[src/rtl/beam_pkg.sv]
`default_nettype none
// ============================================================================
//  Module      : beam_pkg
//  Description : Shared sizes, state encoding and types for the beamforming
//                delay-line sequencer.
//  Revision    : 1.0 - initial release
// ============================================================================
package beam_pkg;

    localparam int ADDR_W = 9;
    localparam int DATA_W = 16;
    localparam int NTAP   = 8;
    localparam int TAP_W  = 3;

    typedef enum logic [0:0] {
        IDLE = 1'b0,
        READ = 1'b1
    } seq_state_t;

    typedef logic [ADDR_W-1:0] addr_t;
    typedef logic [DATA_W-1:0] sample_t;

endpackage
`default_nettype wire

[src/rtl/delay_tap_regs.sv]
`default_nettype none
// ============================================================================
//  Module      : delay_tap_regs
//  Description : Live steering-delay table plus a shadow copy that is frozen
//                on each accepted sample, so reconfiguration never disturbs
//                a read sequence already under way.
//  Revision    : 1.0 - initial release
// ============================================================================
module delay_tap_regs
    import beam_pkg::*;
#(
    parameter int ADDR_W = beam_pkg::ADDR_W,
    parameter int NTAP   = beam_pkg::NTAP,
    parameter int TAP_W  = beam_pkg::TAP_W
) (
    input  logic              clk,
    input  logic              rst,
    input  logic              i_dly_we,
    input  logic [TAP_W-1:0]  i_dly_idx,
    input  logic [ADDR_W-1:0] i_dly_val,
    input  logic              i_load,
    input  logic [TAP_W-1:0]  i_k,
    output logic [ADDR_W-1:0] o_shd_k
);

    logic [ADDR_W-1:0] r_dly [NTAP];
    logic [ADDR_W-1:0] r_shd [NTAP];

    // Live table: host writes land here at any time.
    always_ff @(posedge clk) begin
        if (rst) begin
            for (int i = 0; i < NTAP; i++) begin
                r_dly[i] <= '0;
            end
        end else if (i_dly_we) begin
            r_dly[i_dly_idx] <= i_dly_val;
        end
    end

    // Shadow table: snapshots the pre-write live values on accept, so a
    // same-cycle host write only takes effect from the following sample.
    always_ff @(posedge clk) begin
        if (rst) begin
            for (int i = 0; i < NTAP; i++) begin
                r_shd[i] <= '0;
            end
        end else if (i_load) begin
            for (int i = 0; i < NTAP; i++) begin
                r_shd[i] <= r_dly[i];
            end
        end
    end

    assign o_shd_k = r_shd[i_k];

endmodule
`default_nettype wire

[src/rtl/delay_tap_sequencer.sv]
`default_nettype none
// ============================================================================
//  Module      : delay_tap_sequencer
//  Description : Drives a 512x16 simple-dual-port RAM as a circular delay
//                line: writes each accepted sample, then issues one read per
//                steering tap at (write address - delay) and streams the tap
//                samples out, zeroing taps that reach past the filled history.
//  Revision    : 1.0 - initial release
// ============================================================================
module delay_tap_sequencer
    import beam_pkg::*;
#(
    parameter int ADDR_W = beam_pkg::ADDR_W,
    parameter int DATA_W = beam_pkg::DATA_W,
    parameter int NTAP   = beam_pkg::NTAP,
    parameter int TAP_W  = beam_pkg::TAP_W
) (
    input  logic              clk,
    input  logic              reset,
    input  logic              in_valid,
    input  logic [DATA_W-1:0] in_data,
    output logic              in_ready,
    input  logic              dly_we,
    input  logic [TAP_W-1:0]  dly_idx,
    input  logic [ADDR_W-1:0] dly_val,
    output logic              ram_cea,
    output logic [ADDR_W-1:0] ram_ada,
    output logic [DATA_W-1:0] ram_din,
    output logic              ram_ceb,
    output logic [ADDR_W-1:0] ram_adb,
    output logic              ram_oce,
    input  logic [DATA_W-1:0] ram_dout,
    output logic              tap_valid,
    output logic [TAP_W-1:0]  tap_idx,
    output logic [DATA_W-1:0] tap_data,
    output logic              tap_last
);

    localparam logic [TAP_W-1:0] c_last_k   = TAP_W'(NTAP - 1);
    localparam logic [ADDR_W:0]  c_fill_max = (ADDR_W+1)'(1) << ADDR_W;

    seq_state_t        r_state;
    seq_state_t        w_state_nxt;
    logic              w_accept;
    logic [ADDR_W-1:0] r_wp;
    logic [ADDR_W-1:0] r_base;
    logic [TAP_W-1:0]  r_k;
    logic [ADDR_W:0]   r_fill;
    logic [ADDR_W-1:0] w_shd_k;

    // Output-stage pipeline: tracks the read issued in the previous cycle.
    logic              r_p_valid;
    logic [TAP_W-1:0]  r_p_k;
    logic              r_p_zero;
    logic              r_p_last;

    delay_tap_regs #(
        .ADDR_W (ADDR_W),
        .NTAP   (NTAP),
        .TAP_W  (TAP_W)
    ) u_regs (
        .clk       (clk),
        .rst       (reset),
        .i_dly_we  (dly_we),
        .i_dly_idx (dly_idx),
        .i_dly_val (dly_val),
        .i_load    (w_accept),
        .i_k       (r_k),
        .o_shd_k   (w_shd_k)
    );

    // State register.
    always_ff @(posedge clk) begin
        if (reset) begin
            r_state <= IDLE;
        end else begin
            r_state <= w_state_nxt;
        end
    end

    // Next state plus RAM port controls: write on accept, one read per tap.
    always_comb begin
        w_state_nxt = r_state;
        w_accept    = 1'b0;
        in_ready    = 1'b0;
        ram_ceb     = 1'b0;
        ram_adb     = '0;
        case (r_state)
            IDLE: begin
                in_ready = 1'b1;
                if (in_valid) begin
                    w_accept    = 1'b1;
                    w_state_nxt = READ;
                end
            end
            READ: begin
                ram_ceb = 1'b1;
                // Modulo-2^ADDR_W subtraction walks backwards round the ring.
                ram_adb = r_base - w_shd_k;
                if (r_k == c_last_k) begin
                    w_state_nxt = IDLE;
                end
            end
            default: w_state_nxt = IDLE;
        endcase
    end

    assign ram_cea = w_accept;
    assign ram_ada = w_accept ? r_wp    : '0;
    assign ram_din = w_accept ? in_data : '0;
    assign ram_oce = 1'b1;

    // Pointers, tap counter and saturating fill count.
    always_ff @(posedge clk) begin
        if (reset) begin
            r_wp   <= '0;
            r_base <= '0;
            r_k    <= '0;
            r_fill <= '0;
        end else if (w_accept) begin
            r_base <= r_wp;
            r_wp   <= r_wp + 1'b1;
            r_k    <= '0;
            if (r_fill != c_fill_max) begin
                r_fill <= r_fill + 1'b1;
            end
        end else if (r_state == READ) begin
            r_k <= r_k + 1'b1;
        end
    end

    // Tag each read so its data can be labelled/gated when RAM returns it.
    // A delay d needs d+1 stored samples; fill already counts this sample.
    always_ff @(posedge clk) begin
        if (reset) begin
            r_p_valid <= 1'b0;
            r_p_k     <= '0;
            r_p_zero  <= 1'b0;
            r_p_last  <= 1'b0;
        end else begin
            r_p_valid <= (r_state == READ);
            r_p_k     <= r_k;
            r_p_zero  <= ({1'b0, w_shd_k} >= r_fill);
            r_p_last  <= (r_state == READ) && (r_k == c_last_k);
        end
    end

    assign tap_valid = r_p_valid;
    assign tap_idx   = r_p_k;
    assign tap_last  = r_p_last;
    assign tap_data  = (r_p_valid && !r_p_zero) ? ram_dout : '0;

endmodule
`default_nettype wire

[config.mk]
export PLATFORM = sky130hd
export DESIGN_NAME = delay_tap_sequencer
export DESIGN_NICKNAME = d
export VERILOG_FILES = /design/src/rtl/beam_pkg.sv /design/src/rtl/delay_tap_regs.sv /design/src/rtl/delay_tap_sequencer.sv
export SDC_FILE = /design/constraint.sdc
export NUM_CORES = 1
export LEC_CHECK = 0
export ABC_AREA = 1
export CAP_MARGIN = 20
export CORE_MARGIN = 1
export CORE_UTILIZATION = 60
export DETAILED_ROUTE_END_ITERATION = 8
export PLACE_DENSITY = 0.89
export SETUP_SLACK_MARGIN = 0.05
export SLEW_MARGIN = 20
export SYNTH_ARGS = -nofsm -noshare
export SYNTH_HDL_FRONTEND = slang
export SYNTH_SLANG_ARGS = --single-unit
[constraint.sdc]
create_clock -name clk -period 4.65 [get_ports clk]
set_input_delay 0.93 -clock clk [delete_from_list [all_inputs] [get_ports clk]]
set_output_delay 0.93 -clock clk [all_outputs]
set_load 0.01 [all_outputs]
==> impl_results.md, run 1 <==
- Die width: 122 um
- Routed vias: 6,563
- Num CTS Buffers: 17
- Power, Total: 0.00387 W
- CTS tree: yes
- Startpoint Class: register
- Total wire length: 19,100 um
- RSZ-0062 raised after global routing: false
- Most frequent cells in the layout: nor2_1, inv_1, edfxtp_1
- Slew at the pin closest to its max-slew limit: roughly 1.1 ns
- Fmax achieved: 0.233 GHz
- Max incr delay on CP: 0.55 ns
- Sequential share of the synthesized area: between 50% and 60%
- I/O Buffers: 105
- Core Footprint: roughly 0.014 mm2
- Top FF cell, synth: edfxtp_1
- P_leak: ~4.5 nW
- CP required: 3.72 ns
- Vias in the first global route: 5,932
- Max clock buf depth: 2
- Initial Util: 62.0%
- Post-route minimum period: around 4.3 ns
- Area delta synth->final: 20.2%
- First-pass GRT wire length: between 20,000 and 30,000 um
- Setup CP Type: register to output pin
- Hold Path Cell Cnt: 2
- CP Data Arrival Time: 3.35 ns
- Critical Path Sink: ram_adb[6]
- Setup TNS: 0 ns
- Clock root buffer: clkbuf_16
- Antenna violations before repair: 0
- Post-DP HPWL: 13,100 um
- Post-route DRC: 0
- Pre-Repair DR Iteration Count: 7
- Clock transition at path regs: 0.07 ns
- Share of post-route cells with drive strength above 1: 6.75%
- Skew final: 0.00400 ns
- Slew Limit Headroom: 28.9%
- WL/cell: 15.3 um
- Synth unique cells: 37
- Post-synth EDFFs: 144
- Status: completed
- Hold WS: 0.452 ns
- Final core occ: 74.5%
- Worst reg-to-reg path cell count: 10
- Slew Viols, Final: 0
- Power Density: 371 mW/mm2
- Fin crit share: 92.1%
- Final GP Congestion: ~0.9
- Starting DRT DRC Count: 578
- Net Count, Synth: 1,025
- Largest net degree at the start of global routing: 80
- Cell Rows: 43
- ANT cells: 0
- Final ANT Viol Nets: 0
- Placed cell areas: 0.00984 mm2
- Synth Instances: approximately 950
- GRT Total Usage: a little over a quarter
- R2r endpoint: r_p_zero
- Final Setup Violations: 0
- Critical path, cell by cell: buf_4 -> o21ai_0 -> o22ai_1 -> nand2_1 -> o21ai_2 -> ha_1 -> inv_1 -> fa_1 -> nand3_1 -> nand3_1 -> inv_1 -> o21ai_0 -> xnor2_1 -> nor2_1 -> clkdlybuf4s50_1
- CP Max Fanout: 18
- Commonest non-fill, non-tap cell in the layout: nor2_1
- R2r setup slk: 2.30 ns
- # Max-Cap Violations: 0
- Nets@finish: 1,125
- Post-Syn Area per Cell: approximately 9 um2
- Synthesized cell area: 0.00867 mm2
- Max rail drop VDD: 276 uV
- Asr flop ratio synth: 0%
- Die area: 0.0149 mm2
- Worst setup EP type: output pin
- CTS HTree Levels: 4
- Final hold vios: 0
- Via-to-Cell Ratio: between 5 and 6
- Worst-Skew Late Latency: 0.43 ns
- Worst hold-check path type: register to register
- Num Clock Sinks: 185
- Ys Warns: 0
- Setup bufs post-CTS: 0
- I/O pins: 107
- Post-route cell area: 0.0104 mm2
- Max stage delay cell, worst path: clkdlybuf4s50_1
- Remaining Overflow, GRT: 0
- Die Y-Extent: 122 um
- Yosys reg bits: 185
-- Yosys cell counts (all sizes together) (2+ instances only) --
master,count,area share (%)
edfxtp,144,50
dfxtp,41,9.5
ha,22,3.2
clkinv,2,0.087
nand2,118,5.5
clkbuf,7,0.35
nor2,248,11
o21ai,57,3.6
xor2,8,0.81
nor4,2,0.32
a21oi,32,1.9
o22ai,16,1.2
nand4,3,0.22
nand3,24,1.4
inv,187,8.1
nor3,13,0.75
buf,24,1.7
-- kinds of logic after synthesis --
group	after synthesis	synth area share, %
AOI/OAI and AO/OA	107	6.84
other	1	0.0432
and+or+nand+nor	409	19.2
buffers and inverters	220	10.2
xor gates and xnor gates	9	0.909
adders and majority gates	23	3.41
DFF	185	59.3
-- worst max-delay path: cells and delay by family, from the launching register on --
kind / cells / cell delay (ns)
DFF: 1 / 0.43
buffers and inverters: 4 / 0.93
AOI/OAI and AO/OA: 4 / 0.48
xor gates and xnor gates: 1 / 0.13
and+or+nand+nor: 4 / 0.40
adders and majority gates: 2 / 0.56
-- final cells by class --
class,instances,area [um2]
multi-input combinational,549,2640
inverter,189,714
tap,180,225
timing repair buffer,112,1120
sequential,185,5150
fill,945,3560
clock inverter,13,151
clock buffer,18,429
-- routing by layer --
metal  part of all wire [%]  routed length [um]  track usage, %
met1                     40                7570            32.6
met2                     50                9440            44.9
met3                    8.6                1630            6.60
met4                    2.2                 411            9.76
met5                      0                   0               0
-- worst min-delay path by stage --
stage / startpoint / end / slack (ns)
6_report: r_k[1] / tap_idx[1] / 0.45
5_1_grt: r_k[1] / tap_idx[1] / 0.47
4_1_cts: r_k[2] / tap_idx[2] / 0.46
3_5_place_dp: r_k[2] / tap_idx[2] / 0.45
3_3_place_gp: r_k[1] / tap_idx[1] / 0.43
2_1_floorplan: r_k[1] / tap_idx[1] / 0.42
-- metrics by stage --
step | instances | setup WS, ns
after detailed placement | 1215 | 0.716
after floorplan | 954 | 1.35
final | 1246 | 0.365
after CTS | 1246 | 0.243
after global placement | 1215 | 0.769
after global routing | 1246 | 0.112
-- repair_timing --
action	4_1_cts	5_1_grt
resized for setup	0	3
hold buffers	0	0
endpoints found under the setup margin	0	2
-- flip-flops by register name, indices dropped and copies added, names as in the netlist, named ones only --
name          flops
u_regs.r_dly     72
u_regs.r_shd     72
r_fill           10
r_base            9
r_wp              9
r_k               3
tap_idx           3
r_p_zero          1
r_state           1
tap_last          1
tap_valid         1
-- report_power, final --
part	internal [W]	switching, W
combinational	0.000192	0.000290
sequential	0.00190	0.0000499
clock	0.000838	0.000602
Power figures use the tool's default switching activity.
==> inputs of run 2 (changes only) <==
--- a/config.mk
+++ b/config.mk
@@ -9,6 +9,7 @@
 export CAP_MARGIN = 20
 export CORE_MARGIN = 1
 export CORE_UTILIZATION = 60
+export CTS_CLUSTER_DIAMETER = 80
 export DETAILED_ROUTE_END_ITERATION = 8
 export PLACE_DENSITY = 0.89
 export SETUP_SLACK_MARGIN = 0.05
==> constraint.sdc (replaced) <==
create_clock -name clk -period 5.4 [get_ports clk]
set_input_delay 1.08 -clock clk [delete_from_list [all_inputs] [get_ports clk]]
set_output_delay 1.08 -clock clk [all_outputs]
set_load 0.01 [all_outputs]
==> run 2 against run 1 <==
Effect of this change:
- design area down 0.44%
- largest power group unchanged
- final cell count is essentially flat
- clock-buffer cell count fell by 1
- sequential power is 14% lower
- critical endpoint unchanged
- highest routed layer unchanged
- wire length shrank 1.4%
- combinational power fell by 15%
==> impl_results.md, run 2 (synthesized netlist as in run 1, its figures left out) <==
- Routed vias: 6,582
- Area delta synth->final: 19.7%
- RSZ-0062 raised after global routing: false
- Final ANT Viol Nets: 0
- CP delay by family, top: buffers and inverters
- Cell Rows: 43
- Slew Limit Headroom: a little under 30%
- Fmax achieved: 0.207 GHz
- Comb pwr share: 12.6%
- Remaining Overflow, GRT: 0
- First-pass GRT wire length: 29,300 um
- Post-Layout Cell Count: 1,245
- Worst setup EP type: output pin
- Largest net degree at the start of global routing: 80
- PostCTS Resize Cnt: 0
- Critical Path Sink: ram_adb[6]
- Placed cell areas: a little under 0.01 mm2
- Final hold vios: 0
- CP required: 4.32 ns
- CTS tree: yes
- Max rail drop VDD: around 280 uV
- WP buf/inv: 4
- CTS HTree Levels: 4
- Post-route cell area: 0.0104 mm2
- Skew final: 0.00587 ns
- Slew Viols, Final: 0
- Top flop regs: u_regs.r_dly x72, u_regs.r_shd x72, r_fill x10
- Slew at the pin closest to its max-slew limit: ~1.1 ns
- Share of post-route cells with drive strength above 1: 6.76%
- Antenna violations before repair: 0
- Power, Total: 0.00328 W
- Max clock buf depth: 2
- Critical Path Stages: 15
- Post-route DRC: 0
- Final Setup Violations: 0
- Num Clock Sinks: 185
- Status: completed
- Sw Share: between 20% and 30%
- Vias in the first global route: between 5,000 and 6,000
- I/O pins: 107
- Final GP Congestion: 0.902
- Max stage delay cell, worst path: dfxtp_1
- Max incr delay on CP: 0.67 ns
- Setup bufs post-CTS: 0
- Most frequent cells in the layout: nor2_1, inv_1, edfxtp_1
- Num CTS Buffers: 17
- # Max-Cap Violations: 0
- Die Y-Extent: 122 um
- Hold WS: 0.447 ns
- Critical path, cell by cell: buf_4 -> o21ai_0 -> o22ai_1 -> nand2_1 -> o21ai_2 -> ha_1 -> inv_1 -> fa_1 -> nand3_1 -> nand3_1 -> inv_1 -> o21ai_0 -> xnor2_1 -> nor2_1 -> clkdlybuf4s50_1
- Worst-Skew Late Latency: about 0.43 ns
- Clock transition at path regs: 0.07 ns
- Cell internal pwr: 0.00244 W
- Startpoint Class: register
- R2r setup slk: 2.75 ns
- Post-route minimum period: 4.82 ns
- Via-to-Cell Ratio: 5.29
- Worst reg-to-reg path cell count: 12
- Worst hold-check path type: register to register
- P_leak: 4.50 nW
- Fin crit share: 89.3%
- Post-DP HPWL: between 10,000 and 15,000 um
- Pre-Repair DR Iteration Count: 6
- Initial Util: 62.0%
- Clock root buffer: clkbuf_16
- WL/cell: about 15 um
- Die area: 0.0149 mm2
- Commonest non-fill, non-tap cell in the layout: nor2_1
- Reg power frac: approximately 50%
- Starting DRT DRC Count: 580
- Power Density: 316 mW/mm2
- I/O Buffers: 105
- CP Data Arrival Time: ~3.7 ns
- ANT cells: 0
- R2r endpoint: r_p_zero
- Sw Pwr: 0.000837 W
- Core Footprint: approximately 0.014 mm2
- Hold Path Cell Cnt: 2
- Total wire length: ~19,000 um
- Hold Buf Count CTS: 0
- Die width: about 120 um
- CP Max Fanout: 22
- Placed cell count: between 1,000 and 1,500
- Nets@finish: 1,123
- GRT Total Usage: 26.4%
- Clock power frac: 36.2%
- Setup CP Type: register to output pin
- Setup TNS: 0 ns
## run 2: cell types whose count changed in the layout (fill, tap and decap cells not counted), moves of 2 or more
cell / delta
dfxtp_1: +2
dfxtp_2: -2
inv_6: +2
clkinvlp_4: +4
bufinv_16: -2
clkinv_1: -2
## run 2: how the worst min path moves through the flow
stage                            end  startpoint  slack (ns)
after floorplan           tap_idx[1]      r_k[1]        0.42
after global placement    tap_idx[1]      r_k[1]        0.44
after detailed placement  tap_idx[1]      r_k[1]        0.43
after CTS                 tap_idx[1]      r_k[1]        0.45
after global routing      tap_idx[1]      r_k[1]        0.47
final                     tap_idx[1]      r_k[1]        0.45
## run 2: per-stage QoR
| step | util, % | setup slack (ns) |
|---|---|---|
| finish | 74.2 | 0.578 |
| CTS | 74.2 | 0.576 |
| floorplan | - | 1.95 |
| global route | 74.2 | 0.251 |
| detailed placement | 70.1 | 1.05 |
| global placement | 70.1 | 1.16 |
## run 2: power by group through the flow
stage	Sequential (W)	Clock [W]	Combinational [W]
2_1_floorplan	0.00169	0	0.000259
3_3_place_gp	0.00170	0	0.000394
3_5_place_dp	0.00171	0	0.000408
4_1_cts	0.00168	0.00119	0.000412
5_1_grt	0.00168	0.00125	0.000461
6_report	0.00168	0.00119	0.000412
## run 2: worst register-to-register path, delay by kind of cell, from the launching register on
family | cells | cell delay (ns)
DFF | 1 | 0.67
adders and majority gates | 1 | 0.26
and+or+nand+nor | 8 | 1.12
buffers and inverters | 2 | 0.39
AOI/OAI and AO/OA | 1 | 0.14
## run 2: area by class of cell
class / instances / area, um2
clock buffers: 17 / 425
fillers: 968 / 3610
multi-input cells: 549 / 2640
well taps: 180 / 225
flip-flops and latches: 185 / 5140
repair buffers: 110 / 1090
inverters: 189 / 712
clock inverters: 15 / 141
## run 2: metal layers
metal,part of all wire [%],global-route usage (%),vias to the layer above
li1,-,-,3203
met3,8.2,6.23,43
met2,49,44.5,312
met5,0,0,-
met4,2.6,10.2,0
met1,40,33.0,3024
